--- config.mk ---
export PLATFORM = sky130hd
export DESIGN_NAME = head_tx_arb_flat
export DESIGN_NICKNAME = d
export VERILOG_FILES = /design/src/rtl/head_tx_arb_if.sv /design/src/rtl/head_tx_arb.sv /design/src/flat_wrapper.sv
export SDC_FILE = /design/constraint.sdc
export NUM_CORES = 1
export LEC_CHECK = 0
export CAP_MARGIN = 20
export CORE_UTILIZATION = 46
export CTS_BUF_LIST = sky130_fd_sc_hd__clkbuf_16
export DETAILED_ROUTE_END_ITERATION = 16
export GPL_ROUTABILITY_DRIVEN = 0
export PLACE_DENSITY = 0.85
export SYNTH_ARGS = -nofsm -noshare
export SYNTH_HDL_FRONTEND = slang
export SYNTH_SLANG_ARGS = --single-unit
--- constraint.sdc ---
create_clock -name clk -period 2.5 [get_ports clk]
set_input_delay 0.625 -clock clk [delete_from_list [all_inputs] [get_ports clk]]
set_output_delay 0.625 -clock clk [all_outputs]
set_load 0.03 [all_outputs]
--- src/rtl/head_tx_arb_if.sv ---
// Port bundle for head_tx_arb: client requests, length/gap inputs, port ROM
// handshake and the client control chain.
interface head_tx_arb_if #(
  parameter int unsigned jumbo_dw  = 14,
  parameter int unsigned n_clients = 16,
  parameter int unsigned sel_w     = 4
);
  logic [n_clients-1:0] tx_request;
  logic [jumbo_dw-1:0]  payload_len;
  logic [6:0]           gap_len;
  logic                 port_bsel;
  logic [sel_w:0]       port_addr;
  logic [7:0]           port_byte;
  logic [9:0]           out_c;
  logic                 busy;
  logic [sel_w-1:0]     client_sel;
  logic                 arp_mode;
  logic                 icmp_mode;

  modport master (
    input  tx_request, payload_len, gap_len, port_bsel, port_byte,
    output port_addr, out_c, busy, client_sel, arp_mode, icmp_mode
  );

  modport slave (
    output tx_request, payload_len, gap_len, port_bsel, port_byte,
    input  port_addr, out_c, busy, client_sel, arp_mode, icmp_mode
  );
endinterface

--- src/rtl/head_tx_arb.sv ---
// Transmit head-end: arbitrates client requests and sequences one packet through
// PORT/LEN/HEAD/DATA/GAP. Define HEAD_TX_RR_EN for round-robin arbitration.
module head_tx_arb #(
  parameter int unsigned jumbo_dw    = 14,
  parameter int unsigned n_clients   = 16,
  parameter int unsigned sel_w       = 4,
  parameter int unsigned head_len    = 48,
  parameter int unsigned arp_client  = 7,
  parameter int unsigned icmp_client = 6,
  parameter int unsigned default_len = 18
) (
  input logic           clk,
  input logic           rst,
  head_tx_arb_if.master bus
);
  localparam int unsigned cnt_w = jumbo_dw + 1;

  typedef enum logic [7:0] {
    IDLE  = 8'b0000_0001,
    PORT1 = 8'b0000_0010,
    PORT2 = 8'b0000_0100,
    LEN1  = 8'b0000_1000,
    LEN2  = 8'b0001_0000,
    HEAD  = 8'b0010_0000,
    DATA  = 8'b0100_0000,
    GAP   = 8'b1000_0000
  } state_t;

  state_t           state, state_nxt;
  logic [cnt_w-1:0] cnt, cnt_nxt;
  logic             cnt_last;
  logic             grant;
  logic [sel_w-1:0] winner;
  logic [sel_w-1:0] client_sel, client_sel_nxt;
  logic [8:0]       out_lo, out_lo_nxt;
  logic             busy_q, busy_nxt;
  logic             arp_q, arp_nxt;
  logic             icmp_q, icmp_nxt;
  logic             port_hi;

  assign cnt_last = (cnt == cnt_w'(1));
  assign grant    = (state == IDLE) && (|bus.tx_request);

`ifdef HEAD_TX_RR_EN
  logic [sel_w-1:0] rr_ptr;
  logic [sel_w-1:0] rr_idx;

  // Search pointer+1 upward with wrap; iterating from the far end lets the nearest hit win.
  always_comb begin
    winner = '0;
    rr_idx = '0;
    for (int k = n_clients; k >= 1; k--) begin
      rr_idx = rr_ptr + sel_w'(k);
      if (bus.tx_request[rr_idx]) winner = rr_idx;
    end
  end

  always_ff @(posedge clk) begin
    if (rst)        rr_ptr <= sel_w'(n_clients - 1);
    else if (grant) rr_ptr <= winner;
  end
`else
  // Fixed priority: lowest requesting index wins.
  always_comb begin
    winner = '0;
    for (int i = n_clients - 1; i >= 0; i--) begin
      if (bus.tx_request[i]) winner = sel_w'(i);
    end
  end
`endif

  // Next-state, phase counter and registered-output precompute.
  always_comb begin
    state_nxt      = state;
    cnt_nxt        = cnt;
    client_sel_nxt = client_sel;
    port_hi        = 1'b0;
    out_lo_nxt     = '0;

    case (state)
      IDLE:  if (grant) begin
               state_nxt      = PORT1;
               client_sel_nxt = winner;
             end
      PORT1: state_nxt = PORT2;
      PORT2: state_nxt = LEN1;
      LEN1:  state_nxt = LEN2;
      LEN2:  begin
               state_nxt = HEAD;
               cnt_nxt   = cnt_w'(head_len);
             end
      HEAD:  if (cnt_last) begin
               state_nxt = DATA;
               cnt_nxt   = (bus.payload_len == '0) ? cnt_w'(1) : cnt_w'(bus.payload_len);
             end else begin
               cnt_nxt = cnt - cnt_w'(1);
             end
      DATA:  if (cnt_last) begin
               state_nxt = GAP;
               cnt_nxt   = (bus.gap_len == '0) ? cnt_w'(1) : cnt_w'(bus.gap_len);
             end else begin
               cnt_nxt = cnt - cnt_w'(1);
             end
      GAP:   if (cnt_last) begin
               state_nxt = IDLE;
               cnt_nxt   = cnt_w'(head_len);
             end else begin
               cnt_nxt = cnt - cnt_w'(1);
             end
      default: begin
               state_nxt = IDLE;
               cnt_nxt   = cnt_w'(head_len);
             end
    endcase

    if (state == HEAD || state == DATA) port_hi = bus.port_bsel;
    else if (state == PORT2)            port_hi = 1'b1;

    out_lo_nxt[8] = (state == PORT2);
    if (state == PORT1 || state == PORT2) out_lo_nxt[7:0] = bus.port_byte;
    else if (state == LEN2)               out_lo_nxt[7:0] = 8'(default_len);

    busy_nxt = (state_nxt != IDLE);
    arp_nxt  = (client_sel_nxt == sel_w'(arp_client));
    icmp_nxt = (client_sel_nxt == sel_w'(icmp_client));
  end

  always_ff @(posedge clk) begin
    if (rst) begin
      state      <= IDLE;
      cnt        <= cnt_w'(head_len);
      client_sel <= '0;
      out_lo     <= '0;
      busy_q     <= 1'b0;
      arp_q      <= (sel_w'(arp_client) == sel_w'(0));
      icmp_q     <= (sel_w'(icmp_client) == sel_w'(0));
    end else begin
      state      <= state_nxt;
      cnt        <= cnt_nxt;
      client_sel <= client_sel_nxt;
      out_lo     <= out_lo_nxt;
      busy_q     <= busy_nxt;
      arp_q      <= arp_nxt;
      icmp_q     <= icmp_nxt;
    end
  end

  // Mux control tracks the DATA flop directly so it falls with the state.
  assign bus.out_c      = {state == DATA, out_lo};
  assign bus.port_addr  = {client_sel, port_hi};
  assign bus.busy       = busy_q;
  assign bus.client_sel = client_sel;
  assign bus.arp_mode   = arp_q;
  assign bus.icmp_mode  = icmp_q;
endmodule

--- src/flat_wrapper.sv ---
// flat-port wrapper written by rule: the top's interface ports become plain ports
module head_tx_arb_flat 
#(
  parameter int unsigned jumbo_dw    = 14,
  parameter int unsigned n_clients   = 16,
  parameter int unsigned sel_w       = 4,
  parameter int unsigned head_len    = 48,
  parameter int unsigned arp_client  = 7,
  parameter int unsigned icmp_client = 6,
  parameter int unsigned default_len = 18
)
  (clk, rst, bus_tx_request, bus_payload_len, bus_gap_len, bus_port_bsel, bus_port_byte, bus_port_addr, bus_out_c, bus_busy, bus_client_sel, bus_arp_mode, bus_icmp_mode);
  head_tx_arb_if #(.jumbo_dw(jumbo_dw), .n_clients(n_clients), .sel_w(sel_w)) bus_i ();
  input logic clk;
  input logic rst;
  input wire logic [$bits(bus_i.tx_request)-1:0] bus_tx_request;
  input wire logic [$bits(bus_i.payload_len)-1:0] bus_payload_len;
  input wire logic [$bits(bus_i.gap_len)-1:0] bus_gap_len;
  input wire logic [$bits(bus_i.port_bsel)-1:0] bus_port_bsel;
  input wire logic [$bits(bus_i.port_byte)-1:0] bus_port_byte;
  output wire logic [$bits(bus_i.port_addr)-1:0] bus_port_addr;
  output wire logic [$bits(bus_i.out_c)-1:0] bus_out_c;
  output wire logic [$bits(bus_i.busy)-1:0] bus_busy;
  output wire logic [$bits(bus_i.client_sel)-1:0] bus_client_sel;
  output wire logic [$bits(bus_i.arp_mode)-1:0] bus_arp_mode;
  output wire logic [$bits(bus_i.icmp_mode)-1:0] bus_icmp_mode;
  assign bus_i.tx_request = bus_tx_request;
  assign bus_i.payload_len = bus_payload_len;
  assign bus_i.gap_len = bus_gap_len;
  assign bus_i.port_bsel = bus_port_bsel;
  assign bus_i.port_byte = bus_port_byte;
  assign bus_port_addr = bus_i.port_addr;
  assign bus_out_c = bus_i.out_c;
  assign bus_busy = bus_i.busy;
  assign bus_client_sel = bus_i.client_sel;
  assign bus_arp_mode = bus_i.arp_mode;
  assign bus_icmp_mode = bus_i.icmp_mode;
  head_tx_arb #(.jumbo_dw(jumbo_dw), .n_clients(n_clients), .sel_w(sel_w), .head_len(head_len), .arp_client(arp_client), .icmp_client(icmp_client), .default_len(default_len)) u_core (.clk(clk), .rst(rst), .bus(bus_i));
endmodule
==> out/qor.txt <==
outcome = finished, final reports clean
fin. max-slew vios = 0
worst r2r src = u_core.cnt[4]
post-synthesis sequential area ratio = 33.35%
number of synthesized register bits = 39
CP top delay family = simple AND/OR/NAND/NOR gates
Rows = 25
M1 GR Usage = 31.28%
CP max FO = 4
Final period util = 97.07%
syn_area_per_cell = 7.936 sq um
max incr delay on CP = 0.56 ns
fin util = 71.71%
top_reg_cell synth = dfxtp_1
WL final = 7.203 mm
skew final = 0.006788 ns
Area after DPL = 3181 sq um
drt pass-1 iters = 4
dpl cells = 437
maxcap violations = 0
vias in the first global route = 2557
met2 Use GR = 47.53%
TNS Setup = 0 ns
Die Y = 73.34 um
WP data arrival = 2.63 ns
Pwr Density = 532.7 nW/um^2
Final setup viols = 0
CTS tree = done
minimum hold slack = 0.4616 ns
synthesis warning total = 0
post-synthesis xor/xnor area fraction = 1.871%
share of cells above drive strength 1 = 17.54%
grt met3 use = 4.938%
DRC = 0
Synth top area share = 33.35%
Post-Synth Simple-Gate Area = 30.46%
CP Class = in -> reg
CTS buffer count = 5
synthesized area = 2341 sq um
Vias = 2649
die width = 73.34 um
most frequent cells after synthesis = 41 x nor2_1, 39 x dfxtp_1, 21 x nand2_1, 19 x a21oi_1
Synth Area in Compound Gates = 25.12%
Port-buffer cells = 69
hold path start = u_core.cnt[9]
fmax = 412.1 MHz
Leakage = 1.278 nW
actual slew at the worst max-slew pin = 0.5650 ns
Max-slew headroom = 62.05%
DRT iter0 DRCs = 179
startpoint types = input pin
Worst R2R Setup Slack = 0.10 ns
clk root buf = clkbuf_16
core footprint = 4817 sq um
Synth area leader = dfxtp_1
post-route ant nets = 0
critical path depth = 6
Clock transition at path regs = 0.06 ns
H-tree levels = 2
first-pass GRT wire length = 11.18 mm
post-DP HPWL = 5.086 mm
Hold Crit Depth = 2
crit path time final = 2.427 ns
final setup margin = 0.07313 ns
R2R Path End = u_core.cnt[10]
RSZ-0062 raised after global routing = yes
top cells by area, synth = dfxtp_1 33%, nor2_1 6.6%, a21oi_1 4.1%
Vias/cell = 5.900
Area Growth Syn to Fin = 47.57%
fin area = 3455 sq um
buffers plus inverters on the worst setup path = 1
Sink Count = 39
asr flop ratio synth = 0%
Die Footprint = 5379 sq um
min-delay worst type = reg -> reg
largest family of logic cells by synthesized area = simple AND/OR/NAND/NOR gates
grt total ovfl = 0
pin count of the biggest net entering global routing = 16
fin cells = 449
# nets final = 431
Critical Path, Cell by Cell = clkdlybuf4s50_1, or4_4, or4b_4, a21oi_4, nand2_2, nor3_2
Netlist cell types = 64
CP endpoint kind = flop
post-synthesis mux area share = 0.8552%
Total Power = 1.840 mW
GRT Total Usage = 26.69%
deepest clock path buffer count = 2
Crit-path slowest cell = or4_4
VDD IR max = 0.5148 mV
GR peak layer = met2
Avg WL per Cell = 16.04 um
Clk Latency, worst-skew pair = 0.28 ns
Post-synth EDFFs = 0
initial antenna violation count = 0
Synth Area in Adders = 1.069%
io pins = 70
Initial Util = 48.60%
WP data required = 2.70 ns
Hold EP = u_core.cnt[9]
dpl ws = -0.2666 ns
diode count = 0
net count after synthesis = 345
final hold vios = 0
top-count cell post-synth = nor2_1
Cells after Synth = 295
R2R cell count = 6
[kinds of logic after synthesis]
group,after synthesis
buffers and inverters,31
AOI/OAI and AO/OA,82
xor gates and xnor gates,5
adders and majority gates,2
and+or+nand+nor,134
DFF,39
muxes,2
[worst reg2reg max path, delay by kind of cell, from the launching register on]
| kind | cells | cell delay (ns) |
|---|---|---|
| simple gates | 4 | 1.61 |
| flops | 1 | 0.34 |
| compound gates | 2 | 0.33 |
[power breakdown]
part           leakage (nW)  internal (mW)  switching [mW]  total, mW
logic                 0.880          0.226           0.232      0.457
clock network        0.0812          0.465           0.248      0.713
registers             0.317          0.647          0.0227      0.670
total                  1.28           1.34           0.502       1.84
[state kept, by name, summed over array words and instances, names as in the netlist]
register	count
u_core.bus.arp_mode	1
u_core.bus.busy	1
u_core.bus.client_sel	4
u_core.bus.icmp_mode	1
u_core.cnt	15
u_core.out_lo	9
u_core.state	8
[final cells by class]
type / instances / area [sq um]
well taps: 67 / 83.83
inverters: 10 / 37.54
repair buffers: 100 / 923.4
flip-flops and latches: 39 / 787.0
multi-input cells: 225 / 1459
clock inverters: 3 / 38.79
clock buffers: 5 / 125.1
fillers: 394 / 1363
[cells in the final DEF, fill, tap and decap left out, types with 5 or more instances in the layout]
| master | n |
|---|---|
| nor2_1 | 41 |
| nand2_1 | 20 |
| or4_1 | 5 |
| dfxtp_1 | 36 |
| buf_4 | 33 |
| nor4_1 | 8 |
| nor3_1 | 11 |
| and2_1 | 8 |
| inv_1 | 10 |
| clkbuf_16 | 5 |
| o21ai_0 | 11 |
| nand2b_1 | 7 |
| a21oi_1 | 18 |
| clkdlybuf4s50_1 | 65 |
[how the worst max path moves through the flow]
stage / from / slack, ns / to
global route: bus_tx_request[0] / -0.04 / u_core.bus.icmp_mode
CTS: bus_tx_request[9] / 0.01 / u_core.bus.icmp_mode
global placement: bus_tx_request[9] / -0.18 / u_core.bus.icmp_mode
finish: bus_tx_request[0] / 0.07 / u_core.bus.arp_mode
floorplan: u_core.state[0] / 0.21 / bus_port_addr[0]
detailed placement: bus_tx_request[9] / -0.27 / u_core.bus.icmp_mode
[what timing repair did]
item | CTS | global route
pin swaps | 0 | 7
gates resized for setup | 2 | 21
hold buffers | 0 | 0
setup buffers | 0 | 4
setup endpoints to repair | 2 | 13
[metal layers]
layer	vias up	share of wire (%)	routed length [um]
li1	1262	-	-
met1	1243	41	2924
met2	123	50	3613
met3	21	6.7	480
met4	0	2.5	183
met5	-	0	0
(Power assumes the default switching activity.)
